## config.mk

```make
export PLATFORM = sky130hd
export DESIGN_NAME = hamming_secded_decoder_pipe
export DESIGN_NICKNAME = d
export VERILOG_FILES = /design/src/rtl/hamming_pkg.sv /design/src/rtl/hamming_syndrome_calc.sv /design/src/rtl/hamming_secded_decoder_pipe.sv
export SDC_FILE = /design/constraint.sdc
export NUM_CORES = 1
export LEC_CHECK = 0
export ABC_AREA = 1
export CORE_AREA = 8 8 90 92
export CTS_BUF_LIST = sky130_fd_sc_hd__clkbuf_2
export CTS_CLUSTER_SIZE = 30
export DETAILED_ROUTE_END_ITERATION = 7
export DIE_AREA = 0 0 98 100
export DONT_BUFFER_PORTS = 1
export PLACE_DENSITY_LB_ADDON = 0.2
export REMOVE_ABC_BUFFERS = 1
export SETUP_SLACK_MARGIN = 0.5
export SYNTH_ARGS = -nofsm -noshare
export SYNTH_HDL_FRONTEND = slang
export SYNTH_SLANG_ARGS = --single-unit
```

## constraint.sdc

```tcl
create_clock -name clk -period 2.4 [get_ports clk]
set_clock_uncertainty 0.15 [all_clocks]
set_input_delay 0.6 -clock clk [delete_from_list [all_inputs] [get_ports clk]]
set_output_delay 0.6 -clock clk [all_outputs]
set_load 0.1 [all_outputs]
```

## src/rtl/hamming_pkg.sv

```systemverilog
// Shared SECDED definitions: parity-width sizing, codeword index helpers
// and the decode classification type.
package hamming_pkg;

  typedef enum logic [1:0] {
    CLEAN   = 2'd0,
    SINGLE  = 2'd1,
    DOUBLE  = 2'd2,
    INVALID = 2'd3
  } cls_e;

  function automatic int calc_par_w(input int data_w);
    int p;
    p = 0;
    for (int k = 1; k < 8; k++) begin
      if ((p == 0) && ((1 << k) >= (data_w + k + 1))) begin
        p = k;
      end else begin
        p = p;
      end
    end
    return p;
  endfunction

  function automatic logic is_pow2(input int idx);
    return (idx > 0) && ((idx & (idx - 1)) == 0);
  endfunction

  // Data bits fill the non-power-of-two indices upward from 3.
  function automatic int data_pos(input int j);
    int cnt;
    int pos;
    cnt = 0;
    pos = 0;
    for (int i = 3; i < 128; i++) begin
      if (!is_pow2(i)) begin
        if ((cnt == j) && (pos == 0)) begin
          pos = i;
        end else begin
          pos = pos;
        end
        cnt = cnt + 1;
      end else begin
        cnt = cnt;
      end
    end
    return pos;
  endfunction

endpackage

```

## src/rtl/hamming_syndrome_calc.sv

```systemverilog
// Combinational Hamming syndrome and overall-parity generator for one
// extended-Hamming codeword.
module hamming_syndrome_calc
  import hamming_pkg::*;
#(
  parameter  int DATA_W = 8,
  localparam int PAR_W  = calc_par_w(DATA_W),
  localparam int CW_W   = DATA_W + PAR_W + 1
) (
  input  logic [CW_W-1:0]  cw,
  output logic [PAR_W-1:0] syn,
  output logic             glob
);

  // Syndrome is the XOR of the indices of every set bit above the overall parity bit.
  always_comb begin
    syn = '0;
    for (int i = 1; i < CW_W; i++) begin
      syn = syn ^ (cw[i] ? PAR_W'(i) : {PAR_W{1'b0}});
    end
  end

  assign glob = ^cw;

endmodule

```

## src/rtl/hamming_secded_decoder_pipe.sv

```systemverilog
// Two-stage pipelined SECDED decoder with a valid/ready stream, optional
// detect-only mode and saturating error counters.
module hamming_secded_decoder_pipe
  import hamming_pkg::*;
#(
  parameter  int DATA_W = 8,
  parameter  int CNT_W  = 16,
  localparam int PAR_W  = calc_par_w(DATA_W),
  localparam int CW_W   = DATA_W + PAR_W + 1
) (
  input  logic              clk,
  input  logic              rst_n,
  input  logic              in_valid,
  output logic              in_ready,
  input  logic [CW_W-1:0]   in_cw,
  input  logic              correct_en,
  output logic              out_valid,
  input  logic              out_ready,
  output logic [DATA_W-1:0] out_data,
  output logic [PAR_W-1:0]  out_syndrome,
  output logic              out_err_corr,
  output logic              out_err_uncorr,
  input  logic              cnt_clr,
  output logic [CNT_W-1:0]  corr_cnt,
  output logic [CNT_W-1:0]  uncorr_cnt
);

  localparam int N = CW_W - 1;

  logic              adv;
  logic [PAR_W-1:0]  in_syn;
  logic              in_glob;
  logic [DATA_W-1:0] in_data;
  cls_e              cls;
  logic              do_fix;
  logic [DATA_W-1:0] fix_data;
  logic              out_hs;

  logic              s1_valid_d, s1_valid_q;
  logic [DATA_W-1:0] s1_data_d,  s1_data_q;
  logic [PAR_W-1:0]  s1_syn_d,   s1_syn_q;
  logic              s1_glob_d,  s1_glob_q;
  logic              s1_cen_d,   s1_cen_q;

  logic              out_valid_d,  out_valid_q;
  logic [DATA_W-1:0] out_data_d,   out_data_q;
  logic [PAR_W-1:0]  out_syn_d,    out_syn_q;
  logic              out_corr_d,   out_corr_q;
  logic              out_uncorr_d, out_uncorr_q;
  logic [CNT_W-1:0]  corr_cnt_d,   corr_cnt_q;
  logic [CNT_W-1:0]  uncorr_cnt_d, uncorr_cnt_q;

  assign adv      = !out_valid_q || out_ready;
  assign in_ready = adv;

  hamming_syndrome_calc #(.DATA_W(DATA_W)) u_syndrome (
    .cw   (in_cw),
    .syn  (in_syn),
    .glob (in_glob)
  );

  // Only the payload bits travel down the pipe; parity bits live on in the syndrome.
  for (genvar j = 0; j < DATA_W; j++) begin : g_data
    localparam int POS = data_pos(j);
    assign in_data[j]  = in_cw[POS];
    assign fix_data[j] = s1_data_q[j] ^ (do_fix && (s1_syn_q == PAR_W'(POS)));
  end

  // Stage 1 capture, stalled as a whole when the output cannot drain.
  always_comb begin
    s1_valid_d = s1_valid_q;
    s1_data_d  = s1_data_q;
    s1_syn_d   = s1_syn_q;
    s1_glob_d  = s1_glob_q;
    s1_cen_d   = s1_cen_q;
    if (adv) begin
      s1_valid_d = in_valid;
      if (in_valid) begin
        s1_data_d = in_data;
        s1_syn_d  = in_syn;
        s1_glob_d = in_glob;
        s1_cen_d  = correct_en;
      end else begin
        s1_data_d = s1_data_q;
      end
    end else begin
      s1_valid_d = s1_valid_q;
    end
  end

  // Classification of the stage-1 word.
  always_comb begin
    cls = CLEAN;
    if (!s1_glob_q) begin
      if (s1_syn_q == {PAR_W{1'b0}}) begin
        cls = CLEAN;
      end else begin
        cls = DOUBLE;
      end
    end else if (s1_syn_q <= PAR_W'(N)) begin
      cls = SINGLE;
    end else begin
      cls = INVALID;
    end
  end

  assign do_fix = (cls == SINGLE) && s1_cen_q;

  // Stage 2 output register.
  always_comb begin
    out_valid_d  = out_valid_q;
    out_data_d   = out_data_q;
    out_syn_d    = out_syn_q;
    out_corr_d   = out_corr_q;
    out_uncorr_d = out_uncorr_q;
    if (adv) begin
      out_valid_d = s1_valid_q;
      if (s1_valid_q) begin
        out_data_d = fix_data;
        out_syn_d  = s1_syn_q;
        case (cls)
          CLEAN:   begin out_corr_d = 1'b0; out_uncorr_d = 1'b0; end
          SINGLE:  begin out_corr_d = 1'b1; out_uncorr_d = 1'b0; end
          DOUBLE:  begin out_corr_d = 1'b0; out_uncorr_d = 1'b1; end
          INVALID: begin out_corr_d = 1'b0; out_uncorr_d = 1'b1; end
          default: begin out_corr_d = 1'b0; out_uncorr_d = 1'b1; end
        endcase
      end else begin
        out_data_d = out_data_q;
      end
    end else begin
      out_valid_d = out_valid_q;
    end
  end

  assign out_hs = out_valid_q && out_ready;

  // Saturating event counters; a clear overrides a coincident event.
  always_comb begin
    corr_cnt_d   = corr_cnt_q;
    uncorr_cnt_d = uncorr_cnt_q;
    if (cnt_clr) begin
      corr_cnt_d   = '0;
      uncorr_cnt_d = '0;
    end else begin
      if (out_hs && out_corr_q && (corr_cnt_q != {CNT_W{1'b1}})) begin
        corr_cnt_d = corr_cnt_q + CNT_W'(1'b1);
      end else begin
        corr_cnt_d = corr_cnt_q;
      end
      if (out_hs && out_uncorr_q && (uncorr_cnt_q != {CNT_W{1'b1}})) begin
        uncorr_cnt_d = uncorr_cnt_q + CNT_W'(1'b1);
      end else begin
        uncorr_cnt_d = uncorr_cnt_q;
      end
    end
  end

  // All state flops; reset drops any in-flight words.
  always_ff @(posedge clk or negedge rst_n) begin
    if (!rst_n) begin
      s1_valid_q   <= 1'b0;
      s1_data_q    <= '0;
      s1_syn_q     <= '0;
      s1_glob_q    <= 1'b0;
      s1_cen_q     <= 1'b0;
      out_valid_q  <= 1'b0;
      out_data_q   <= '0;
      out_syn_q    <= '0;
      out_corr_q   <= 1'b0;
      out_uncorr_q <= 1'b0;
      corr_cnt_q   <= '0;
      uncorr_cnt_q <= '0;
    end else begin
      s1_valid_q   <= s1_valid_d;
      s1_data_q    <= s1_data_d;
      s1_syn_q     <= s1_syn_d;
      s1_glob_q    <= s1_glob_d;
      s1_cen_q     <= s1_cen_d;
      out_valid_q  <= out_valid_d;
      out_data_q   <= out_data_d;
      out_syn_q    <= out_syn_d;
      out_corr_q   <= out_corr_d;
      out_uncorr_q <= out_uncorr_d;
      corr_cnt_q   <= corr_cnt_d;
      uncorr_cnt_q <= uncorr_cnt_d;
    end
  end

  assign out_valid      = out_valid_q;
  assign out_data       = out_data_q;
  assign out_syndrome   = out_syn_q;
  assign out_err_corr   = out_corr_q;
  assign out_err_uncorr = out_uncorr_q;
  assign corr_cnt       = corr_cnt_q;
  assign uncorr_cnt     = uncorr_cnt_q;

endmodule
```

=== After elaboration in Yosys (flattened, before gate mapping) ===
Index checks and enable logic that the tools add are counted.

* Register bits after elaboration: 62
* Latch bits: 0
* Memory bits (writable): 0
* Memory bits (read-only): 0
* Bits of input ports: 19
* Output and inout bits: 48
* Word-level logic and storage cells: 94
* Memories kept: 0

* Add/sub/neg operators: 2
* Multiply operators: 0
* Div/mod/pow operators: 0
* Magnitude comparators: 1
* Equality and inequality tests: 13
* Shift operators: 0
* Muxes and demuxes: 21
* Bitwise operators: 19
* Reductions and logical operators: 26

{| class="wikitable"
|+ Operators with widths
! cell !! count
|-
| 16-bit 2-to-1 mux || 4
|-
| 4-bit bitwise XOR || 11
|-
| 16-bit by 1-bit adder with 16-bit output, second input constant || 2
|-
| 16-bit != test, second input constant || 2
|-
| 4-bit 2-to-1 mux || 5
|-
| 4-bit == test, second input constant || 4
|-
| 1-bit logical AND || 14
|-
| 13-bit XOR reduction || 1
|-
| 4-bit by 3-bit == test with 1-bit output, second input constant || 3
|-
| 3-bit 2-to-1 mux || 4
|-
| 2-bit 2-to-1 mux || 5
|-
| 1-bit bitwise XOR || 8
|-
| 2-bit == test, second input constant || 2
|-
| 4-bit by 2-bit == test with 1-bit output, second input constant || 1
|-
| 4-bit <= comparator, second input constant || 1
|-
| 4-bit logical NOT || 1
|-
| 1-bit one-hot mux with 2 select lines || 2
|-
| 2-bit AND reduction || 2
|-
| 2-bit nonzero test || 2
|-
| 2-bit OR reduction || 2
|-
| 3-bit OR reduction || 1
|-
| 2-bit by 1-bit == test with 1-bit output, second input constant || 1
|-
| 2-bit logical NOT || 1
|-
| 1-bit logical NOT || 1
|-
| other kinds (2) || 2
|}

=== Logic depth before layout (Yosys ltp) ===
Gate-level depths: netlist (run 1).

* Depth after elaboration: 12
* Gate-level depth with buffers: 11
* Gate-level depth less buffers: 11

=== Modules after synthesis ===
A second synthesis (run 1) with hierarchy kept.

* Cell total of the unflattened synthesis: 528
* Area total of the unflattened synthesis: 3757.4 um^2

{| class="wikitable"
|+ By module, submodules not included
! module !! times used !! cells an instance !! area an instance (um^2) !! sequential area each (um^2)
|-
| hamming_secded_decoder_pipe || 1 || 454 || 3403.3 || 1551.5
|-
| hamming_syndrome_calc || 1 || 74 || 354.1 || 0.0
|}

=== Least setup slack after synthesis (run 1) ===
Ideal clock, no wire load.

* Kind: register to register
* Start point: register corr_cnt_q[0], in the netlist corr_cnt[0]
* End point: register corr_cnt_q[10], in the netlist corr_cnt[10]
* Library setup time: 68 ps
* Arrival time: 2270 ps
* Required time: 2182 ps
* Slack: -88 ps
* Stages on the path, launching flop included: 11
* Path buffers: 1
* Period minus slack after synthesis: 2488 ps
* Path through: dfrtp_1 > ha_1 > nand2_1 > nor2_2 > nand2_2 > nor2_2 > nor2_2 > nor2_4 > buf_6 > nand2_1 > nand2_1

* Word-level cells in the longest chain between the ends: 3
* Elaborated cells between the ends (all ways): 6
* Those cells by class: add/sub (1); eq/ne (1); mux (2); reduce/logical (2)

{| class="wikitable"
|+ Ends and longest elaborated chain
! what !! line !! source
|-
| start: declaration || hamming_secded_decoder_pipe.sv:50 || <nowiki>logic [CNT_W-1:0] corr_cnt_d, corr_cnt_q;</nowiki>
|-
| start signal: assignment || hamming_secded_decoder_pipe.sv:185 || <nowiki>corr_cnt_q <= corr_cnt_d;</nowiki>
|-
| 16-bit by 1-bit adder with 16-bit output or 16-bit != test (tied branches) || hamming_secded_decoder_pipe.sv:147, hamming_secded_decoder_pipe.sv:146 ||
|-
| 16-bit 2-to-1 mux or 1-bit logical AND (tied branches) || hamming_secded_decoder_pipe.sv:146 || <nowiki>if (out_hs && out_corr_q && (corr_cnt_q != {CNT_W{1'b1}})) begin</nowiki>
|-
| 16-bit 2-to-1 mux or 2-bit nonzero test (tied branches) || - ||
|}

Parallel ways exist; a longest one is shown, timed or not. The select of a mux whose other input is x is not followed.
A chain may end at the register's enable or synchronous reset.

=== Final worst setup path (run 1) ===
* Start point: register out_valid_q, in the netlist out_valid
* End point: output port in_ready

* Word-level cells in the longest chain between the ends: 2

{| class="wikitable"
|+ Ends and longest elaborated chain
! what !! line !! source
|-
| start: declaration || hamming_secded_decoder_pipe.sv:45 || <nowiki>logic out_valid_d, out_valid_q;</nowiki>
|-
| start signal: assignment || hamming_secded_decoder_pipe.sv:180 || <nowiki>out_valid_q <= out_valid_d;</nowiki>
|-
| 1-bit logical NOT || hamming_secded_decoder_pipe.sv:53 || <nowiki>assign adv = !out_valid_q || out_ready;</nowiki>
|-
| 1-bit logical OR || hamming_secded_decoder_pipe.sv:53 ||
|-
| end: declaration || hamming_secded_decoder_pipe.sv:14 || <nowiki>output logic in_ready,</nowiki>
|}

Every way passes these cells.

==> results_dict.tcl, run 1 <==
set metrics [dict create \
    peakVddDrop_v 0.000376 \
    clkLatencyLatePin_ns 0.49 \
    wl_per_cell_um 18.0 \
    status "finished with violations" \
    synth_seq_area_share 0.423 \
    pre_cts_ws_ns 0.324 \
    maxSlewViolCount 0 \
    grt_pass1_vias 3746 \
    ys_top_cells_by_area "dfrtp_1 42%, nand2_1 20%, inv_1 6.2%" \
    gp_congestion 0.877 \
    nNetsFinal 645 \
    core_mm2 0.00664 \
    rsz0062_at_grt "true" \
    port-buffer-count 0 \
    root_buffer "clkbuf_2" \
    crit_type "reg -> out" \
    diodes 0 \
    period_share 0.953 \
    p_total_mw 3.79 \
    start_kind "flop" \
    post-route-drc-count 0 \
    grt_start_max_net_pins 63 \
    power_switching_mw 1.63 \
    clock-sinks 62 \
    intPower_mw 2.16 \
    fin_util 0.803 \
    met2_usage 0.399 \
    ant_nets 0 \
    initial_core_util 0.552 \
    fp.dieW_um 98 \
    antenna_found_initial 0 \
    area_growth_pct 45.5 \
    dp_hpwl_um 6940 \
    top_level_ports 67 \
    clk_path_buf_depth 2 \
    p_comb_frac 0.431 \
    violations "hold timing" \
    synth_seq_cells 62 \
    dr.pass1.iters 6 \
    fmax_mhz 437 \
    overflow 0 \
    cp_max_fo 3 \
    gr-usage-met1 0.233 \
    ys_types 29 \
    syn_inst 526 \
    switching_share 0.429 \
    synth_top_area_cell "dfrtp_1" \
    die_area_mm2 0.00980 \
    synth_area_mm2 0.00366 \
    wl_um 12800 \
    cp_data_arrival_time_ns 1.54 \
    grt_pass1_wl_um 17600 \
    grtUsageTotal 0.222 \
    clk_pin_slew_ns 0.19 \
    maxCapViolCount 0 \
    global_route.usage.met3 0.0644 \
    finalSetupViolCount 0 \
    drive_gt1_frac 0.243 \
    avgSynthCellArea_um2 6.97 \
    cts_buffers 9 \
    hp-class "in -> async" \
    p_per_area_mw_per_mm2 711 \
    tns_ns 0 \
    tightest_slew_ns 0.511 \
    slew_headroom 0.659 \
    end_kind "primary output" \
    cts_tree "done" \
    yosysTopAreaCellShare 0.423 \
    first_iter_violations 383 \
    p_leak_nw 2.61 \
    hold_violations 62 \
    viasPerCell 5.84 \
    pwr-share-seq 0.344 \
    grt-busiest-layer "met2" \
    worst_hold_slack_ns -0.388 \
    power_frac_clock 0.225 \
    cts.htree.levels 3 \
    row_count 30 \
    vias 4138 \
    fin_ws_ns 0.114 \
    yosys_warnings 0 \
    finalCriticalPeriod_ns 2.29 \
    crit_required_ns 1.65 \
    die_h_um 100 \
]
metrics by stage:
| step | instance area, um^2 | cells |
|---|---|---|
| detailed placement | 4100 | 647 |
| CTS | 5000 | 693 |
| global placement | 4100 | 647 |
| global route | 5330 | 709 |
| finish | 5330 | 709 |
| floorplan | 3610 | 515 |
layout by cell type (no fill, tap or decap), types with 2 or more instances in the layout:
cell          n
a31oi_1       4
nor3_1        5
buf_8         2
nand4_1      27
buf_6         9
clkinvlp_4    3
o21ai_1       3
nor2_2        3
buf_12       45
inv_2         3
xnor2_1       5
bufinv_16     3
nand2_1     196
xor2_1       16
nand3_1      34
nor3_4        2
clkinv_1      3
dfrtp_1      51
dfrtp_2      11
nor3_2        3
nor2_1       44
nand2_2       5
o21ai_0      26
inv_1        57
nor2_4        8
buf_4        42
clkbuf_2      9
logic make-up (layout without fill, tap and decap cells):
group / Yosys count / in the layout / share of synthesized area
simple gates: 329 / 329 / 0.383
buf+inv: 74 / 177 / 0.0799
flops: 62 / 62 / 0.423
compound gates: 38 / 38 / 0.0563
xor+xnor: 21 / 21 / 0.0502
fa+ha+maj: 2 / 2 / 0.00683
cells in the mapped netlist:
| library cell | n |
|---|---|
| nand2_1 | 200 |
| dfrtp_1 | 62 |
| inv_1 | 61 |
| nor2_1 | 49 |
| nand3_1 | 35 |
| o21ai_0 | 29 |
| nand4_1 | 27 |
| xor2_1 | 16 |
| nor3_1 | 7 |
| clkbuf_1 | 6 |
| nor2_2 | 5 |
| xnor2_1 | 5 |
| a31oi_1 | 4 |
| buf_2 | 3 |
| ha_1 | 2 |
| nor3_2 | 2 |
| a21oi_1 | 1 |
| buf_4 | 1 |
| buf_6 | 1 |
| clkinv_1 | 1 |
| inv_2 | 1 |
| nand2_2 | 1 |
| nor2_4 | 1 |
| nor3_4 | 1 |
| o211ai_1 | 1 |
| o21a_1 | 1 |
| o21ai_2 | 1 |
| o21bai_1 | 1 |
| or2_2 | 1 |
path summary, 6_finish.rpt:
kind	startpoint	endpoint	slack, ns	depth (start not counted)
min in group clk	in_cw[9]	s1_data_q[4]	0.07	2
max reg2reg	corr_cnt[1]	corr_cnt[6]	0.37	11
max in group asynchronous	rst_n	uncorr_cnt[5]	2.34	0
min	rst_n	corr_cnt[13]	-0.39	0
min reg2reg	s1_valid_q	out_valid	0.34	2
max	out_valid	in_ready	0.11	3
power by group through the flow:
stage / clock network, mW / logic (mW) / registers, mW
final: 0.853 / 1.64 / 1.31
after global routing: 0.895 / 1.70 / 1.32
after CTS: 0.856 / 1.48 / 1.28
after detailed placement: 0 / 1.28 / 1.27
after global placement: 0 / 1.27 / 1.26
after floorplan: 0 / 0.320 / 1.94
final cells by class:
cell class | count | area (um^2)
inverter | 63 | 243
fill | 409 | 1310
sequential | 62 | 1570
timing repair buffer | 98 | 1350
clock buffer | 9 | 45.0
tap | 80 | 100
clock inverter | 7 | 113
multi-input combinational | 390 | 1920
layer usage:
metal / vias up / wire, um
li1: 1883 / -
met1: 1897 / 4440
met2: 283 / 6430
met3: 75 / 1370
met4: 0 / 547
met5: - / 0
state kept, by name, summed over array words and instances, names as in the netlist, 4 cells and up:
signal        cells
s1_data_q         8
out_syndrome      4
out_data          8
corr_cnt         16
uncorr_cnt       16
s1_syn_q          4
critical path, stage by stage (launching register included):
cell and delay [ns]:
dfrtp_1 0.42, inv_2 0.06, nor2_4 0.12, clkinvlp_4 0.45
repair_timing:
action                     CTS  global route
setup buffers               30            16
cloned                       0             0
pin swaps                    4            11
hold endpoints to repair    62            62
gates resized for setup    136            54
setup endpoints to repair   80            82
(Power assumes the default switching activity.)
==> run 2: changes to the inputs <==
GPL_ROUTABILITY_DRIVEN = 0   (was unset)
==> results of run 2 <==
The final DEF is identical to that of run 1; final timing and power are the same.
